<file path="src/rtl/tmp_regfile_pkg.sv">
`default_nettype none
// ============================================================================
//  Module      : tmp_regfile_pkg
//  Description : Shared types, width helpers and default sizes for the
//                temporary pointer register file and its sequential loader.
//  Revision    : 1.0 - initial release
// ============================================================================
package tmp_regfile_pkg;

   localparam int DEFAULT_DATA_W = 8;
   localparam int DEFAULT_BYTES  = 2;

   // Sequential loader states
   typedef enum logic [0:0] {
      SEQ_IDLE = 1'b0,
      SEQ_LOAD = 1'b1
   } seq_state_t;

   // Select width for n items, never narrower than one bit
   function automatic int sel_width(input int n);
      return (n > 1) ? $clog2(n) : 1;
   endfunction

   // Byte-lane counter width for n lanes, never narrower than one bit
   function automatic int bcnt_width(input int n);
      return (n > 1) ? $clog2(n) : 1;
   endfunction

endpackage
`default_nettype wire

</file>
<file path="src/rtl/tmp_seq_loader.sv">
`default_nettype none
// ============================================================================
//  Module      : tmp_seq_loader
//  Description : Sequencer for multi-byte register loads. Latches the target
//                register on start, then walks byte lanes LSB first, one lane
//                per valid beat. Emits a capture strobe for the parent.
//  Revision    : 1.0 - initial release
// ============================================================================
module tmp_seq_loader
   import tmp_regfile_pkg::*;
#(
   parameter  int BYTES    = DEFAULT_BYTES,
   parameter  int NUM_REGS = 2,
   localparam int SEL_W    = sel_width(NUM_REGS),
   localparam int BSEL_W   = bcnt_width(BYTES)
) (
   input  logic              clk,
   input  logic              rst,
   input  logic              seq_start,
   input  logic              seq_valid,
   input  logic [SEL_W-1:0]  reg_sel,
   output logic              cap,
   output logic [SEL_W-1:0]  tgt,
   output logic [BSEL_W-1:0] lane,
   output logic              busy,
   output logic              seq_done
);

   localparam logic [BSEL_W-1:0] LAST_LANE = BSEL_W'(BYTES - 1);

   seq_state_t        state_q, state_d;
   logic [BSEL_W-1:0] cnt_q, cnt_d;
   logic [SEL_W-1:0]  tgt_q, tgt_d;
   logic              done_q, done_d;

   // Next-state logic: start latches the target, each valid beat advances a lane
   always_comb begin
      state_d = state_q;
      cnt_d   = cnt_q;
      tgt_d   = tgt_q;
      done_d  = 1'b0;
      case (state_q)
         SEQ_IDLE: begin
            if (seq_start) begin
               tgt_d   = reg_sel;
               cnt_d   = '0;
               state_d = SEQ_LOAD;
            end
         end
         SEQ_LOAD: begin
            if (seq_valid) begin
               if (cnt_q == LAST_LANE) begin
                  cnt_d   = '0;
                  done_d  = 1'b1;
                  state_d = SEQ_IDLE;
               end else begin
                  cnt_d = cnt_q + BSEL_W'(1);
               end
            end
         end
         default: state_d = SEQ_IDLE;
      endcase
   end

   // Sequencer state, counter, target and done pulse
   always_ff @(posedge clk or posedge rst) begin
      if (rst) begin
         state_q <= SEQ_IDLE;
         cnt_q   <= '0;
         tgt_q   <= '0;
         done_q  <= 1'b0;
      end else begin
         state_q <= state_d;
         cnt_q   <= cnt_d;
         tgt_q   <= tgt_d;
         done_q  <= done_d;
      end
   end

   assign busy     = (state_q == SEQ_LOAD);
   assign cap      = busy & seq_valid;
   assign tgt      = tgt_q;
   assign lane     = cnt_q;
   assign seq_done = done_q;

endmodule
`default_nettype wire

</file>
<file path="src/rtl/tmp_regfile.sv">
`default_nettype none
// ============================================================================
//  Module      : tmp_regfile
//  Description : Parametrised temporary pointer register file. Byte-wise
//                loads from the data bus, sequential multi-byte loads,
//                increment/decrement with wrap flag, and combinational data
//                and address read-out with output-enable qualifiers.
//  Revision    : 1.0 - initial release
// ============================================================================
module tmp_regfile
   import tmp_regfile_pkg::*;
#(
   parameter  int DATA_W   = DEFAULT_DATA_W,
   parameter  int BYTES    = DEFAULT_BYTES,
   parameter  int NUM_REGS = 2,
   localparam int ADDR_W   = DATA_W * BYTES,
   localparam int SEL_W    = sel_width(NUM_REGS),
   localparam int BSEL_W   = bcnt_width(BYTES)
) (
   input  logic              clk,
   input  logic              rst,
   input  logic [SEL_W-1:0]  reg_sel,
   input  logic [BSEL_W-1:0] byte_sel,
   input  logic              load_byte,
   input  logic [DATA_W-1:0] data_in,
   input  logic              rd_en,
   output logic [DATA_W-1:0] data_out,
   output logic              data_oe,
   input  logic              addr_en,
   output logic [ADDR_W-1:0] addr_out,
   output logic              addr_oe,
   input  logic              inc,
   input  logic              dec,
   output logic              wrap,
   input  logic              seq_start,
   input  logic              seq_valid,
   output logic              busy,
   output logic              seq_done
);

   logic [ADDR_W-1:0] regs_q [NUM_REGS];
   logic [ADDR_W-1:0] regs_d [NUM_REGS];
   logic              wrap_q, wrap_d;

   logic              w_seq_cap;
   logic [SEL_W-1:0]  w_seq_tgt;
   logic [BSEL_W-1:0] w_seq_lane;
   logic              w_seq_busy;

   tmp_seq_loader #(
      .BYTES    (BYTES),
      .NUM_REGS (NUM_REGS)
   ) u_seq (
      .clk       (clk),
      .rst       (rst),
      .seq_start (seq_start),
      .seq_valid (seq_valid),
      .reg_sel   (reg_sel),
      .cap       (w_seq_cap),
      .tgt       (w_seq_tgt),
      .lane      (w_seq_lane),
      .busy      (w_seq_busy),
      .seq_done  (seq_done)
   );

   // Register update: sequence capture beats byte load beats inc/dec; host ops frozen while busy
   always_comb begin
      regs_d = regs_q;
      wrap_d = 1'b0;
      for (int r = 0; r < NUM_REGS; r++) begin
         if (w_seq_cap) begin
            if (w_seq_tgt == SEL_W'(r)) begin
               for (int l = 0; l < BYTES; l++) begin
                  if (w_seq_lane == BSEL_W'(l)) begin
                     regs_d[r][l*DATA_W +: DATA_W] = data_in;
                  end
               end
            end
         end else if (!w_seq_busy && (reg_sel == SEL_W'(r))) begin
            if (load_byte) begin
               // Lanes beyond BYTES never match, so such writes fall away
               for (int l = 0; l < BYTES; l++) begin
                  if (byte_sel == BSEL_W'(l)) begin
                     regs_d[r][l*DATA_W +: DATA_W] = data_in;
                  end
               end
            end else if (inc && !dec) begin
               regs_d[r] = regs_q[r] + ADDR_W'(1);
               wrap_d    = (regs_q[r] == {ADDR_W{1'b1}});
            end else if (dec && !inc) begin
               regs_d[r] = regs_q[r] - ADDR_W'(1);
               wrap_d    = (regs_q[r] == '0);
            end
         end
      end
   end

   // Register array and wrap pulse
   always_ff @(posedge clk or posedge rst) begin
      if (rst) begin
         regs_q <= '{default: '0};
         wrap_q <= 1'b0;
      end else begin
         regs_q <= regs_d;
         wrap_q <= wrap_d;
      end
   end

   // Read-out mux: unselectable register numbers read back as zero
   always_comb begin
      addr_out = '0;
      data_out = '0;
      for (int r = 0; r < NUM_REGS; r++) begin
         if (reg_sel == SEL_W'(r)) begin
            addr_out = regs_q[r];
            for (int l = 0; l < BYTES; l++) begin
               if (byte_sel == BSEL_W'(l)) begin
                  data_out = regs_q[r][l*DATA_W +: DATA_W];
               end
            end
         end
      end
   end

   assign data_oe = rd_en & ~w_seq_busy;
   assign addr_oe = addr_en & ~w_seq_busy;
   assign busy    = w_seq_busy;
   assign wrap    = wrap_q;

endmodule
`default_nettype wire

</file>
<file path="config.mk">
export PLATFORM = sky130hd
export DESIGN_NAME = tmp_regfile
export DESIGN_NICKNAME = d
export VERILOG_FILES = /design/src/rtl/tmp_regfile_pkg.sv /design/src/rtl/tmp_seq_loader.sv /design/src/rtl/tmp_regfile.sv
export SDC_FILE = /design/constraint.sdc
export NUM_CORES = 1
export LEC_CHECK = 0
export BUFFER_PORTS_ARGS = -buffer_cell sky130_fd_sc_hd__buf_2
export CORE_MARGIN = 2
export CORE_UTILIZATION = 52
export CTS_BUF_LIST = sky130_fd_sc_hd__clkbuf_4
export DETAILED_ROUTE_END_ITERATION = 10
export GPL_TIMING_DRIVEN = 1
export PLACE_DENSITY = 0.82
export SLEW_MARGIN = 20
export SYNTH_ARGS = -nofsm -noshare
export SYNTH_HDL_FRONTEND = slang
export SYNTH_HIERARCHICAL = 1
export SYNTH_SLANG_ARGS = --single-unit
</file>
<file path="constraint.sdc">
create_clock -name clk -period 6.1 [get_ports clk]
set_input_delay 0.305 -clock clk [delete_from_list [all_inputs] [get_ports clk]]
set_output_delay 0.305 -clock clk [all_outputs]
set_load 0.01 [all_outputs]
</file>
# Word-level counts from Yosys, hierarchy flattened
# Cells that the tools add are included.
# totals
register_bits	37
word_cells	88
out_inout_bits	29
in_bits	19
# classes
add_sub_neg	5
n_eq_ne	10
n_mux	41
n_bitwise	5
reduce_logical	18
# ops
operator	count
$mux W16	13
$mux W8	7
$add A16 B1 Y16 const B	2
$eq A16 B16 Y1 const B	2
$logic_not A16 Y1	2
$sub A16 B1 Y16 const B	2
$reduce_and A5 Y1	4
$mux W1	19
$ne A2 B2 Y1 const B	6
$ne A3 B2 Y1 const B	2
$logic_and A1 B1 Y1	4
$pmux W1 S2	2
$reduce_and A2 Y1	2
$reduce_bool A2 Y1	2
$reduce_bool A4 Y1	1
$and A1 B1 Y1	3
$logic_not A1 Y1	3
$not A1 Y1	2
$add A1 B1 Y1 const B	1

# Depth between registers and ports, before layout
# Gate-level depths: netlist of run 1.
# depth
word_depth	12
depth_mapped	13
mapped_depth_nobuf	11

# Modules after synthesis
# Netlist of run 1, hierarchy kept.
# modules_own_cells
mod	seq_area_each_um2	cells_each	instances	area_each_um2
tmp_regfile	825.8	410	1	3422.0
tmp_seq_loader	100.1	14	1	173.9

# Worst setup path after synthesis of run 1
# No wires, ideal clock.
# synth_timing
path_kind	in2reg
startpoint	input dec
endpoint	register regs_q[10] (netlist name)
t_required_ps	5974
slack_ps	3047
setup_time_ps	126
t_arrival_ps	2927
stages	10
path_buffers	1
path_cell_list	inv_1 ha_1 clkbuf_1 inv_1 ha_1 a21o_1 or3_1 o211a_1 o31a_1 a221o_1
# synth_via
elab_chain_cells	6
word_cells_on_any_way	9
classes_between	mux (4); reduce/logical (5)
# synth_lines
item	line_no	rtl
start: declaration	tmp_regfile.sv:33	input logic dec,
$logic_not A1 Y1	tmp_regfile.sv:87	end else if (inc && !dec) begin
$logic_and A1 B1 Y1	tmp_regfile.sv:87	
$mux W16	tmp_regfile.sv:87	
$mux W16	tmp_regfile.sv:80	if (load_byte) begin
$mux W16	tmp_regfile.sv:79	end else if (!w_seq_busy && (reg_sel == SEL_W'(r))) begin
$mux W16	tmp_regfile.sv:71	if (w_seq_cap) begin
end signal: assignment	tmp_regfile.sv:104	regs_q <= regs_d;
end: declaration	tmp_regfile.sv:41	logic [ADDR_W-1:0] regs_q [NUM_REGS];
# Several ways; a longest one is shown, not always the timed one. The select of a mux whose other input is x is not followed.
# A chain may end at the register's enable or synchronous reset.

# Final worst setup path of run 1
# layout_timing
startpoint	input inc
endpoint	register regs_q[15] (netlist name)
# layout_via
elab_chain_cells	5
word_cells_on_any_way	9
classes_between	mux (4); reduce/logical (5)
# layout_lines
item	line_no	rtl
start: declaration	tmp_regfile.sv:32	input logic inc,
$logic_and A1 B1 Y1	tmp_regfile.sv:87	
$mux W16	tmp_regfile.sv:87	
$mux W16	tmp_regfile.sv:80	
$mux W16	tmp_regfile.sv:79	
$mux W16	tmp_regfile.sv:71	
# Several ways; a longest one is shown, not always the timed one. The select of a mux whose other input is x is not followed.

==> impl_metrics.env, run 1 <==
export IMPL_dp_hpwl_um=7530
export IMPL_ir_worst_vdd_mv=0.260
export IMPL_r2r_end="regs_q[10]"
export IMPL_reg2reg_setup_slack_ns=3.45
export IMPL_layout_drive_gt1_share_pct=22.4
export IMPL_synth_edf_count=0
export IMPL_synth_area_per_cell_um2=8.48
export IMPL_grt_pass1_vias=3343
export IMPL_grt_overflow=0
export IMPL_startpoint="inc"
export IMPL_yosysTopAreaCell="dfrtp_1"
export IMPL_status="completed"
export IMPL_clockBufferDepth=2
export IMPL_start_util_pct=53.2
export IMPL_min_period_over_period_pct=51.5
export IMPL_final_antenna_net_count=0
export IMPL_synth_area_um2=3600
export IMPL_die_w_um=87.2
export IMPL_clk_latency_ns=0.35
export IMPL_htree_num_levels=2
export IMPL_synth_most_common_cell="nand2_1"
export IMPL_cts_tree="built"
export IMPL_antenna_found_initial=0
export IMPL_initialDrtViolationCount=309
export IMPL_die_h_um=87.2
export IMPL_wl_um=9880
export IMPL_fin_setup_tns_ns=0
export IMPL_timing_final_setup_violations=0
export IMPL_fillers=614
export IMPL_timing_rr_start="u_seq/busy"
export IMPL_fin_ws_ns=2.96
export IMPL_leakage_nw=1.80
export IMPL_viasPerCell=6.43
export IMPL_dp_slack_ns=2.59
export IMPL_die_area_um2=7600
export IMPL_rsz0062_at_grt="no"
export IMPL_ys_ff_latch=37
export IMPL_io_buffers=47
export IMPL_crit_end="regs_q[15]"
export IMPL_vias=3506
export IMPL_startpoint_type="input pin"
export IMPL_core_area_um2=6760
export IMPL_firstDrtPassIters=5
export IMPL_place_area_um2=3870
export IMPL_ys_seq_area_share_pct=25.7
export IMPL_rows=30
export IMPL_cp_arrival_ns=3.39
export IMPL_synth_area_leaders="dfrtp_1 26%, ha_1 10%, mux2_2 10%"
export IMPL_groute_layer_met1_usage_pct=34.5
export IMPL_yosys_warnings=6
export IMPL_ff2ff_path_depth=7
export IMPL_synth_top_area_share_pct=25.7
export IMPL_drc_errors=0
export IMPL_layout_min_cycle_time_ns=3.14
export IMPL_drv_cap=0
export IMPL_power_per_cell_area_nw_per_um2=554
export IMPL_required_ns=6.35
export IMPL_synthFlopType="dfrtp_1"
export IMPL_path_class="input pin to flip-flop"
export IMPL_finalHoldViolCount=0
export IMPL_synthCells=424
export IMPL_grt_max_degree=34
export IMPL_gp_routability_congestion=0.911
export IMPL_cts_root_buf="clkbuf_4"
export IMPL_clock_skew_final_ns=0.00930
export IMPL_top_usage_layer="met2"
export IMPL_wire_per_inst_um=18.1
export IMPL_cts_sinks=37
export IMPL_use_met2_pct=46.4
export IMPL_io_pins=48
export IMPL_cts_made_buffers=5
export IMPL_hold_path_class="input pin to flip-flop"
export IMPL_synth_top_cells_by_count="38 x nand2_1, 37 x dfrtp_1, 35 x o21ai_0"
export IMPL_nNetsFinal=515
export IMPL_clk_pin_slew_ns=0.12
export IMPL_use_met3_pct=3.13
export IMPL_grt_pass1_wl_um=16300
export IMPL_fmax_mhz=318
export IMPL_holdWs_ns=0.240
export IMPL_synth_cell_types=54
export IMPL_crit_fanout=31
export IMPL_drv_slew=0
export IMPL_endpoint_kind="flip-flop"
export IMPL_syn2layout_area_growth_pct=9.39
export IMPL_grt_usage_pct=27.1
export IMPL_diodes=0
export IMPL_worst_pin_slew_ns=1.04
export IMPL_async_flop_share_pct=100
export IMPL_relSlewSlack_pct=30.4
export IMPL_stdcell_area_um2=3930
export IMPL_syn_num_nets=475
## worst min-delay path by stage
stage,slack [ns],to,from,cells past startpoint
3_5_place_dp,0.20,u_seq/busy,rst,2
4_1_cts,0.24,u_seq/busy,seq_start,3
6_report,0.24,u_seq/busy,seq_start,3
3_3_place_gp,0.20,u_seq/seq_done,rst,2
5_1_grt,0.28,u_seq/busy,seq_start,3
2_1_floorplan,0.07,u_seq/busy,rst,1
## cell type report
cell class	instances	area, µm²	share of cell area [%]
clock buffers	5	37.5	0.954
flip-flops and latches	37	926	23.5
multi-input cells	358	2550	64.9
repair buffers	50	260	6.62
clock inverters	3	12.5	0.318
inverters	12	45.0	1.15
well taps	80	100	2.54
## stage by stage
stage / cells / utilization, % / power [W]
2_1_floorplan: 424 / - / 0.00164
3_3_place_gp: 536 / 57.3 / 0.00197
3_5_place_dp: 536 / 57.3 / 0.00203
4_1_cts: 545 / 58.2 / 0.00215
5_1_grt: 545 / 58.2 / 0.00237
6_report: 545 / 58.2 / 0.00218
## metal layers
layer / wire length, µm / share of wire, %
met5: 0 / 0
met4: 401 / 4.1
met3: 457 / 4.6
met2: 4740 / 48
met1: 4280 / 43
## state kept, by name (all words and copies together), names as in the netlist
name and cells:
u_seq/busy 1, u_seq/tgt 1, u_seq/seq_done 1, regs_q 32, wrap 1, u_seq/lane 1
## timing repair
action                                 CTS  global route
gates resized for setup                  0             0
endpoints found under the hold margin    4             0
setup buffers                            0             0
hold buffers                             1             0
## cell usage in the layout (no fill, tap or decap), types with 3 or more instances in the layout
master,count
nand3_1,7
or2_2,4
o21ai_0,35
clkbuf_4,5
ha_1,30
a21oi_2,4
dfrtp_1,37
inv_1,12
and2_1,4
o21bai_1,3
o21ai_1,7
nor2b_1,5
nand2b_1,6
a21o_1,12
a211o_1,4
nand2_1,38
nand4_1,11
nor3_1,6
a31oi_1,6
a211oi_1,3
nor2_1,34
mux2_2,32
xor2_1,11
and3_1,3
a21oi_1,33
or3_1,3
buf_2,47
nor4_1,8
o31ai_1,3
o211a_1,3
xnor2_1,12
## worst max-delay path, cell delays in order
cell and delay [ns]:
buf_2 0.11, ha_1 0.33, inv_1 0.82, ha_1 0.43
o21ai_0 0.31, o211ai_2 0.13, a41oi_2 0.27, o21bai_1 0.10
a211o_1 0.31, a211o_1 0.26
## power breakdown
group	switching (W)	internal [W]	leakage (nW)	total, W
sequential	0.000204	0.000360	0.453	0.000563
clock	0.0000852	0.0000417	0.0300	0.000127
combinational	0.000816	0.000674	1.32	0.00149
## logic make-up (layout without fill, tap and decap cells)
| family | after synthesis | after routing | synth area share, % |
|---|---|---|---|
| buf+inv | 29 | 70 | 3.27 |
| simple gates | 133 | 133 | 17.9 |
| xor+xnor | 23 | 23 | 5.60 |
| flops | 37 | 37 | 25.7 |
| fa+ha+maj | 32 | 32 | 11.6 |
| mux | 36 | 36 | 11.4 |
| compound gates | 134 | 134 | 24.5 |
Note: power is estimated with default switching activity, not from simulation.
==> inputs of run 2 (changes only) <==
--- a/config.mk
+++ b/config.mk
@@ -5,13 +5,14 @@
 export SDC_FILE = /design/constraint.sdc
 export NUM_CORES = 1
 export LEC_CHECK = 0
+export ABC_AREA = 1
 export BUFFER_PORTS_ARGS = -buffer_cell sky130_fd_sc_hd__buf_2
 export CORE_MARGIN = 2
 export CORE_UTILIZATION = 52
 export CTS_BUF_LIST = sky130_fd_sc_hd__clkbuf_4
 export DETAILED_ROUTE_END_ITERATION = 10
 export GPL_TIMING_DRIVEN = 1
-export PLACE_DENSITY = 0.82
+export PLACE_DENSITY = 0.84
 export SLEW_MARGIN = 20
 export SYNTH_ARGS = -nofsm -noshare
 export SYNTH_HDL_FRONTEND = slang
==> constraint.sdc (replaced) <==
create_clock -name clk -period 2.7 [get_ports clk]
set_input_delay 0.135 -clock clk [delete_from_list [all_inputs] [get_ports clk]]
set_output_delay 0.135 -clock clk [all_outputs]
set_load 0.01 [all_outputs]
==> run 2 against run 1 <==
Register-to-register slack worse by 3.2 ns; largest power group unchanged; global-route usage grew 3.2 points; routed wire length up 27%; critical path depth down 2; non-clock buffer count rose by 2; core utilization rose by 0.92 points; setup slack lost 2.7 ns; synthesized area is 14% higher; design area grew 16%; first-iteration DRC count rose by 28%.
==> impl_metrics.env, run 2 <==
export IMPL_synthAdderAreaFrac_pct=10.1
export IMPL_core_area_um2=7690
export IMPL_cts_made_buffers=5
export IMPL_relSlewSlack_pct=59.6
export IMPL_grt_overflow=0
export IMPL_firstDrtPassIters=5
export IMPL_final_antenna_net_count=0
export IMPL_final_common_cell="nand2_1"
export IMPL_layout_min_cycle_time_ns=2.44
export IMPL_drv_cap=0
export IMPL_path_class="flip-flop to flip-flop"
export IMPL_rows=32
export IMPL_ys_seq_area_share_pct=22.5
export IMPL_grt_max_degree=34
export IMPL_largest_reg_flops=32
export IMPL_drc_errors=0
export IMPL_fmax_mhz=410
export IMPL_dp_slack_ns=0.122
export IMPL_wire_per_inst_um=14.7
export IMPL_endpoint_kind="flip-flop"
export IMPL_reg2reg_setup_slack_ns=0.26
export IMPL_grt_usage_pct=30.3
export IMPL_timing_rr_start="u_seq/busy"
export IMPL_ys_ff_latch=37
export IMPL_fin_setup_tns_ns=0
export IMPL_synth_edf_count=0
export IMPL_synth_most_common_cell="nand2_1"
export IMPL_initialDrtViolationCount=397
export IMPL_clk_pin_slew_ns=0.11
export IMPL_stdcell_area_um2=4550
export IMPL_io_buffers=47
export IMPL_io_pins=48
export IMPL_synth_top_cells_by_count="246 x nand2_1, 114 x inv_1, 86 x nor2_1"
export IMPL_ff2ff_path_depth=8
export IMPL_grt_pass1_wl_um=20500
export IMPL_place_area_um2=4460
export IMPL_viasPerCell=5.42
export IMPL_die_h_um=92.9
export IMPL_dp_hpwl_um=9840
export IMPL_wl_um=12600
export IMPL_cp_arrival_ns=2.69
export IMPL_cts_root_buf="clkbuf_4"
export IMPL_hold_path_class="input pin to flip-flop"
export IMPL_synth_area_um2=4110
export IMPL_leakage_nw=2.69
export IMPL_antenna_found_initial=0
export IMPL_clk_latency_ns=0.36
export IMPL_yosysTopAreaCell="dfrtp_1"
export IMPL_layout_common_cells="246 x nand2_1, 114 x inv_1, 86 x nor2_1, 47 x buf_2, 46 x nand3_1"
export IMPL_start_util_pct=53.4
export IMPL_syn2layout_area_growth_pct=10.7
export IMPL_postCtsResizedCells=0
export IMPL_rsz0062_at_grt="no"
export IMPL_htree_num_levels=2
export IMPL_synth_top_area_share_pct=22.5
export IMPL_vias=4647
export IMPL_async_flop_share_pct=100
export IMPL_cts_tree="built"
export IMPL_power_per_cell_area_nw_per_um2=1140
export IMPL_synthFlopType="dfrtp_1"
export IMPL_gp_routability_congestion=1.02
export IMPL_startpoint_type="flip-flop"
export IMPL_synth_cell_types=35
export IMPL_drv_slew=0
export IMPL_layout_drive_gt1_share_pct=10.6
export IMPL_fin_ws_ns=0.259
export IMPL_yosys_area_share_simple_pct=43.1
export IMPL_required_ns=2.95
export IMPL_synthMuxAreaShare_pct=0
export IMPL_whs_path_depth=3
export IMPL_die_w_um=92.9
export IMPL_yosys_warnings=6
export IMPL_worst_pin_slew_ns=0.600
export IMPL_synth_area_leaders="dfrtp_1 23%, nand2_1 22%, inv_1 10%"
export IMPL_ir_worst_vdd_mv=0.505
export IMPL_syn_num_nets=755
export IMPL_die_area_um2=8630
export IMPL_hold_start="seq_valid"
export IMPL_grt_pass1_vias=4298
export IMPL_holdWs_ns=0.0310
export IMPL_clockBufferDepth=2
export IMPL_largest_register="regs_q"
export IMPL_clock_skew_final_ns=0.00934
export IMPL_synthCells=704
export IMPL_synth_xor_area_share_pct=1.92
export IMPL_final_cells=858
export IMPL_synth_area_per_cell_um2=5.83
export IMPL_hold_path_end="u_seq/seq_done"
export IMPL_nNetsFinal=806
export IMPL_diodes=0
export IMPL_crit_fanout=19
export IMPL_status="completed"
export IMPL_synth_compound_area_share_pct=9.99
export IMPL_synth_top_family_by_area="simple AND/OR/NAND/NOR gates"
export IMPL_r2r_end="regs_q[8]"
export IMPL_cts_sinks=37
export IMPL_finalHoldViolCount=0
export IMPL_min_period_over_period_pct=90.4
export IMPL_timing_final_setup_violations=0
export IMPL_dp_cells=849
## run 2: layer usage
layer / share of wire [%] / GRT usage, %
met5: 0 / 0
met4: 3.4 / 11.5
met3: 7.3 / 3.50
met2: 47 / 50.2
met1: 42 / 40.5
## run 2: how the worst max path moves through the flow
stage / start / endpoint / slack [ns] / cells past startpoint
CTS: u_seq/busy / regs_q[8] / 0.30 / 8
global placement: inc / regs_q[27] / 0.18 / 14
floorplan: dec / regs_q[5] / 0.40 / 10
global route: u_seq/busy / regs_q[8] / 0.08 / 8
finish: u_seq/busy / regs_q[8] / 0.26 / 8
detailed placement: dec / regs_q[27] / 0.12 / 15
## run 2: report_power, final
| group | leakage, nW | internal (W) | total [W] | switching (W) |
|---|---|---|---|---|
| combinational | 2.22 | 0.00129 | 0.00358 | 0.00229 |
| sequential | 0.424 | 0.000816 | 0.00122 | 0.000403 |
| clock | 0.0433 | 0.000203 | 0.000400 | 0.000197 |
## run 2: worst max-delay path: stages (launching register included)
cell and delay [ns]:
dfrtp_1 0.53, nand2_1 0.17, inv_1 0.12, nor2_4 0.49
nand2_1 0.34, nand3_2 0.32, clkinv_2 0.18, nor2_1 0.13
a21oi_1 0.05
## run 2: area by class of cell
class	count	area, µm²
multi-input cells	536	2670
inverters	123	465
well taps	102	128
fillers	756	3140
repair buffers	52	275
clock buffers	6	45.0
flip-flops and latches	37	926
clock inverters	2	33.8
## run 2: kinds of logic (layout without fill, tap and decap cells)
kind of cell,Yosys count,count (layout)
AND/OR/NAND/NOR,420,420
buffers and inverters,131,183
AO/OA/AOI/OAI,75,75
flip-flops,37,37
adder cells (fa/ha/maj),32,32
XOR/XNOR,9,9
## run 2: repair_timing
action | CTS | global route
buffers inserted | 0 | 0
hold buffers | 1 | 0
endpoints found under the hold margin | 37 | 0
## run 2: metrics by stage
stage | power, W | utilization, %
floorplan | 0.00375 | -
global placement | 0.00463 | 58.0
detailed placement | 0.00471 | 58.0
CTS | 0.00512 | 59.1
global route | 0.00576 | 59.1
finish | 0.00520 | 59.1
